--- src/rtl/apb_arbiter_2m.sv ---
// apb_arbiter_2m: two-master, one-slave APB arbiter.
// Runs one slave transfer at a time. When both masters request at once, the
// master that was not served last wins (round robin). Each master gets its
// responses from registers.
// Optional build macro APB_ARB_TIMEOUT_EN adds a watchdog. It ends an ACCESS
// phase the slave never completes, and reports an error to the owner.
`timescale 1ns/1ps
module apb_arbiter_2m #(
    parameter int PADDR_WL   = 8,
    parameter int PDATA_WL   = 8,
    parameter int TIMEOUT_WL = 4
) (
    input  logic                clk,
    input  logic                reset_b,
    // master 0
    input  logic                m0_psel,
    input  logic                m0_penable,
    input  logic                m0_pwrite,
    input  logic [PADDR_WL-1:0] m0_paddr,
    input  logic [PDATA_WL-1:0] m0_pwdata,
    output logic [PDATA_WL-1:0] m0_prdata,
    output logic                m0_pready,
    output logic                m0_pslverr,
    // master 1
    input  logic                m1_psel,
    input  logic                m1_penable,
    input  logic                m1_pwrite,
    input  logic [PADDR_WL-1:0] m1_paddr,
    input  logic [PDATA_WL-1:0] m1_pwdata,
    output logic [PDATA_WL-1:0] m1_prdata,
    output logic                m1_pready,
    output logic                m1_pslverr,
    // slave
    output logic                s_psel,
    output logic                s_penable,
    output logic                s_pwrite,
    output logic [PADDR_WL-1:0] s_paddr,
    output logic [PDATA_WL-1:0] s_pwdata,
    input  logic [PDATA_WL-1:0] s_prdata,
    input  logic                s_pready,
    input  logic                s_pslverr,
    // current owner, one-hot
    output logic [1:0]          grant
);

    typedef enum logic [1:0] {
        ST_IDLE   = 2'd0,
        ST_SETUP  = 2'd1,
        ST_ACCESS = 2'd2,
        ST_RESP   = 2'd3
    } state_t;

    state_t                state;
    state_t                state_nxt;
    logic                  last_gnt;     // index of the master served last
    logic [1:0]            grant_pick;   // one-hot winner of this IDLE cycle
    logic                  xfer_done;    // ACCESS ends this cycle
    logic                  wd_expire;    // watchdog ends ACCESS this cycle
    logic                  own_pwrite;
    logic [PADDR_WL-1:0]   own_paddr;
    logic [PDATA_WL-1:0]   own_pwdata;
    logic [PDATA_WL-1:0]   rsp_rdata;
    logic                  rsp_err;

    // The arbiter tracks the APB phase itself, so master penable carries no
    // extra information.
    logic unused_penable;
    assign unused_penable = m0_penable ^ m1_penable;

    // A zero-width watchdog counter cannot be built.
    if (TIMEOUT_WL < 1) begin : g_bad_timeout_wl
        $error("apb_arbiter_2m: TIMEOUT_WL must be at least 1");
    end

`ifdef APB_ARB_TIMEOUT_EN
    // The watchdog fires on the (2^TIMEOUT_WL-1)-th unanswered ACCESS cycle.
    localparam logic [TIMEOUT_WL-1:0] WD_LAST = TIMEOUT_WL'((2 ** TIMEOUT_WL) - 2);

    logic [TIMEOUT_WL-1:0] wd_cnt;

    // Count ACCESS cycles without s_pready. The count restarts with each new transfer.
    always_ff @(posedge clk or negedge reset_b) begin
        if (!reset_b) begin
            wd_cnt <= '0;
        end else if (state_nxt == ST_SETUP) begin
            wd_cnt <= '0;
        end else if ((state == ST_ACCESS) && !s_pready) begin
            wd_cnt <= wd_cnt + 1'b1;
        end
    end

    // If s_pready arrives in the limit cycle, it wins: expiry needs s_pready low.
    assign wd_expire = (state == ST_ACCESS) && !s_pready && (wd_cnt == WD_LAST);
`else
    assign wd_expire = 1'b0;
`endif

    assign xfer_done = (state == ST_ACCESS) && (s_pready || wd_expire);

    // Round-robin pick among the masters requesting in this cycle.
    always_comb begin
        grant_pick = 2'b00;
        case ({m1_psel, m0_psel})
            2'b01:   grant_pick = 2'b01;
            2'b10:   grant_pick = 2'b10;
            2'b11:   grant_pick = last_gnt ? 2'b01 : 2'b10;
            default: grant_pick = 2'b00;
        endcase
    end

    // State register. Async reset drops s_psel at once, mid-transfer included.
    always_ff @(posedge clk or negedge reset_b) begin
        if (!reset_b) begin
            state <= ST_IDLE;
        end else begin
            state <= state_nxt;
        end
    end

    // Next-state logic. Requests are sampled only in IDLE.
    always_comb begin
        state_nxt = state;
        case (state)
            ST_IDLE:   state_nxt = (|grant_pick) ? ST_SETUP : ST_IDLE;
            ST_SETUP:  state_nxt = ST_ACCESS;
            ST_ACCESS: state_nxt = xfer_done ? ST_RESP : ST_ACCESS;
            ST_RESP:   state_nxt = ST_IDLE;
            default:   state_nxt = ST_IDLE;
        endcase
    end

    // Latch the owner on a grant. Record it as last served when the response is issued.
    always_ff @(posedge clk or negedge reset_b) begin
        if (!reset_b) begin
            grant    <= 2'b00;
            last_gnt <= 1'b1;
        end else begin
            case (state)
                ST_IDLE: grant <= grant_pick;
                ST_RESP: begin
                    last_gnt <= grant[1];
                    grant    <= 2'b00;
                end
                default: ;
            endcase
        end
    end

    // Select the owner's request fields. Grant stays latched, so the transfer survives the owner dropping psel.
    always_comb begin
        own_pwrite = 1'b0;
        own_paddr  = '0;
        own_pwdata = '0;
        if (grant[0]) begin
            own_pwrite = m0_pwrite;
            own_paddr  = m0_paddr;
            own_pwdata = m0_pwdata;
        end else if (grant[1]) begin
            own_pwrite = m1_pwrite;
            own_paddr  = m1_paddr;
            own_pwdata = m1_pwdata;
        end
    end

    // Slave-side outputs. Address and data are forced to 0 outside an active select.
    always_comb begin
        s_psel    = (state == ST_SETUP) || (state == ST_ACCESS);
        s_penable = (state == ST_ACCESS);
        s_pwrite  = s_psel && own_pwrite;
        s_paddr   = s_psel ? own_paddr : '0;
        s_pwdata  = (s_psel && own_pwrite) ? own_pwdata : '0;
    end

    // Response value. A write returns 0; a watchdog expiry returns 0 with an error.
    always_comb begin
        rsp_rdata = (own_pwrite || wd_expire) ? '0 : s_prdata;
        rsp_err   = s_pslverr || wd_expire;
    end

    // Per-master response registers. pready pulses only in RESP; data holds until the next response.
    always_ff @(posedge clk or negedge reset_b) begin
        if (!reset_b) begin
            m0_prdata  <= '0;
            m0_pslverr <= 1'b0;
            m0_pready  <= 1'b0;
            m1_prdata  <= '0;
            m1_pslverr <= 1'b0;
            m1_pready  <= 1'b0;
        end else begin
            m0_pready <= xfer_done && grant[0];
            m1_pready <= xfer_done && grant[1];
            if (xfer_done && grant[0]) begin
                m0_prdata  <= rsp_rdata;
                m0_pslverr <= rsp_err;
            end
            if (xfer_done && grant[1]) begin
                m1_prdata  <= rsp_rdata;
                m1_pslverr <= rsp_err;
            end
        end
    end

endmodule

--- config.mk ---
export PLATFORM = sky130hd
export DESIGN_NAME = apb_arbiter_2m
export DESIGN_NICKNAME = d
export VERILOG_FILES = /design/src/rtl/apb_arbiter_2m.sv
export SDC_FILE = /design/constraint.sdc
export NUM_CORES = 1
export LEC_CHECK = 0
export CAP_MARGIN = 15
export CORE_UTILIZATION = 41
export DETAILED_ROUTE_END_ITERATION = 10
export GPL_TIMING_DRIVEN = 0
export PLACE_DENSITY = 0.95
export SLEW_MARGIN = 20
export SYNTH_ARGS = -nofsm -noshare
export SYNTH_HDL_FRONTEND = slang
export SYNTH_SLANG_ARGS = --single-unit
export TNS_END_PERCENT = 10
--- constraint.sdc ---
create_clock -name clk -period 2.3 [get_ports clk]
set_input_delay 0.46 -clock clk [delete_from_list [all_inputs] [get_ports clk]]
set_output_delay 0.46 -clock clk [all_outputs]
set_load 0.01 [all_outputs]
==> summary.txt, run 1 <==
GRT
  – Largest net degree at the start of global routing: 26
  – Via count of the first global-routing pass: approximately 1,400
  – Antenna violations before repair: 0
  – Global route total overflow: 0
  – Global-route wire length before repair: just under 7 mm
  – Total routing resource utilization after global routing: about a fifth

Timing
  – Final WS setup: roughly 0.041 ns
  – Final-layout worst hold slack: roughly 0.15 ns
  – Worst clock skew on the final layout: 0.0161 ns
  – Final hold viol count: 0
  – Final Critical Period: 2.26 ns
  – Slew at the pin closest to its max-slew limit: 0.539 ns
  – Final Cycle Share: between 90% and 100%
  – Total setup violations reported at the end of the flow: 0
  – Max-slew headroom: 64.1%
  – RSZ-0062 raised after global routing: yes
  – Max Transition Viols Final: 0
  – Fmax: between 400 and 500 MHz

Worst setup path
  – Biggest fanout along the worst timing path: 9
  – Setup crit start: m1_pwrite
  – Register-to-register setup slack: approximately 0.75 ns
  – Instance count on the critical path: 4
  – Critical path data required time: around 1.8 ns
  – Crit path max-delay cell type: clkdlybuf4s50_1
  – Destination of the worst register-to-register timing path: m0_pslverr
  – Buf/Inv on CP: 2
  – Beginning of the worst register-to-register path: state[0]
  – Kind of critical path: in -> out
  – Longest individual stage delay on the worst path: between 0.5 and 0.6 ns
  – Critical path capture point type: primary output
  – Worst EP arrival: approximately 1.8 ns
  – Critical path's top delay family: buffers and inverters
  – Ordered list of cells on the worst path: clkdlybuf4s50_1 > nand3b_4 > a221oi_1 > dlygate4sd2_1
  – Launching element type of the critical path: primary input
  – Setup crit end: s_pwdata[0]
  – R2R cell count: 5

Placed design
  – Post-Place Worst Slack: -0.289 ns
  – Post-detail-place hpwl: 3.23 mm
  – Number of buffer cells added on primary ports: 87
  – Final weighted congestion in routability-driven placement: about 0.79

Finish
  – Number of diodes added for antenna fixing: 0
  – Share of layout cells above drive strength 1: between 10% and 20%
  – Commonest non-fill, non-tap cell in the layout: clkdlybuf4s50_1
  – Area added between synthesis and finish: 62.7%
  – Filler cells: 291
  – Most frequent cells in the layout: clkdlybuf4s50_1, nand2_1, dfrtp_1, nand3b_1, inv_1
  – Layout Nets: 295
  – Fraction of the core area covered by cells at the end of the flow: a little over two thirds

Floorplan
  – Standard-cell rows: 22
  – I/O pin total: between 90 and 100
  – Width of the die: roughly 64 µm
  – Die area: between 4000 and 5000 µm²
  – Starting density of the core: roughly 43%
  – Die boundary height: about 64 µm
  – Placeable core area: 3660 µm²

Logic synthesis
  – Mean instance size in the synthesized netlist: between 10 and 15 µm²
  – Area fraction of the dominant cell type after synthesis: 38.1%
  – Number of cells produced by synthesis: 150
  – Number of storage elements in the synthesis netlist: 25
  – Synth top area cells: dfrtp_1, mux2_4, o32ai_2
  – Post-synthesis cell type count: 22
  – Post-synthesis cell area: around 1600 µm²
  – Number of nets in the synthesized netlist: 203
  – Syn. warnings: 0
  – Sequential share of the synthesized area: 39.8%
  – Cell accounting for the most synthesized area: dfrtp_1

Clocking
  – TritonCTS buffer count: 3
  – Number of H-tree levels: 1
  – Clock-pin transition on the worst setup and hold timing paths: ~0.10 ns
  – Max Root-Sink Buffers: 2
  – Source-to-sink clock delay at the later pin of the worst-skew pair: approximately 0.28 ns
  – CTS tree: yes
  – CTS root buf: clkbuf_8
  – Clock sink count: 25
  – Hold-fix buffers, CTS: 0

Job
  – Number of maximum-capacitance violations: 0

Pwr
  – Power density relative to cell area: between 1000 and 1500 nW/µm²
  – Leakage power: ~1.1 nW
  – VDD IR max: 0.580 mV
  – Post-layout power: 0.00279 W

Outcome
  – Run status: complete, no violations

Hold path
  – Min-delay worst type: in -> async

Detailed routing
  – Vias per inst: roughly 5.1
  – Number of detailed-routing iterations run before antenna repair: 4
  – Via total after detailed routing: approximately 1,500
  – Iteration-0 DRC count of the detailed router: 61
  – Drt total wl: 4.25 mm
  – Remaining number of nets flagged by the antenna check after routing: 0
  – Post-DR wirelength/cell: about 15 µm
  – Post-route DRC: 0
sequential cells by signal, indices dropped and copies added, names as in the netlist:
register    flops
m0_prdata       8
m0_pslverr      1
m1_prdata       8
grant           2
state           2
m0_pready       1
m1_pready       1
last_gnt        1
m1_pslverr      1
timing repair:
item / in CTS / in global routing
gates resized for setup: 20 / 11
hold endpoints to repair: 0 / 0
endpoints found under the setup margin: 17 / 7
buffers inserted: 0 / 0
gates cloned: 0 / 0
kinds of logic after synthesis:
kind of cell,count (synthesis),share of synthesized area [%]
and+or+nand+nor,57,21.1
AOI/OAI and AO/OA,29,17.3
DFF,25,39.8
buffers and inverters,24,8.18
muxes,12,11.2
adders and majority gates,3,2.38
stage by stage:
step	setup TNS, ns	instances	cell area, µm²
final	0	289	2560
after floorplan	0	150	1580
after global placement	-2.38	285	2510
after CTS	-0.150	289	2550
after global routing	-0.0224	289	2560
after detailed placement	-2.97	285	2510
where the power goes:
group          total [W]  internal [W]  switching (W)
clock           0.000265      0.000123       0.000142
sequential      0.000748      0.000639       0.000109
combinational    0.00178      0.000943       0.000838
total            0.00279       0.00170        0.00109
layout make-up:
cell class              count  area [µm²]  area share [%]
plain buffers              11        80.1            3.12
clock buffers               3        41.3            1.61
clock inverters             1        7.51           0.293
inverters                  13        53.8            2.10
multi-input cells         101         845            32.9
flip-flops and latches     25         627            24.5
well taps                  48        60.1            2.34
repair buffers             87         850            33.1
how the worst min path moves through the flow:
stage               cells after the start            to  slack, ns  startpoint
CTS                                     1    m1_pslverr       0.52  m1_pslverr
global placement                        1    m0_pslverr       0.49  m0_pslverr
global route                            1  m1_prdata[7]       0.19     reset_b
detailed placement                      1    m1_pslverr       0.49  m1_pslverr
finish                                  1  m1_prdata[7]       0.15     reset_b
floorplan                               0      grant[0]       0.16     reset_b
synth_stat cells:
| library cell | n |
|---|---|
| and2_1 | 1 |
| nand2_2 | 1 |
| a221oi_1 | 8 |
| buf_6 | 4 |
| a21oi_1 | 9 |
| and3_4 | 2 |
| buf_2 | 6 |
| dfstp_2 | 1 |
| mux2_4 | 11 |
| nand3b_1 | 16 |
| nand3b_4 | 1 |
| mux2_2 | 1 |
| dfrtp_1 | 24 |
| ha_1 | 3 |
| clkinv_1 | 1 |
| nand2_1 | 27 |
| o41ai_1 | 2 |
| inv_1 | 12 |
| nor2b_1 | 9 |
| o32ai_2 | 8 |
| o21ai_0 | 2 |
| clkbuf_2 | 1 |
layer usage:
metal	global-route usage, %	part of all wire, %
met5	0	0
met4	5.40	1.5
met3	4.11	3.5
met2	36.2	50
met1	27.3	45
(Power assumes the default switching activity.)
==> run 2: changes to the inputs <==
--- a/config.mk
+++ b/config.mk
@@ -5,7 +5,6 @@
 export SDC_FILE = /design/constraint.sdc
 export NUM_CORES = 1
 export LEC_CHECK = 0
-export CAP_MARGIN = 15
 export CORE_UTILIZATION = 41
 export DETAILED_ROUTE_END_ITERATION = 10
 export GPL_TIMING_DRIVEN = 0
==> results of run 2 <==
The final DEF is identical to that of run 1; final timing and power are the same.
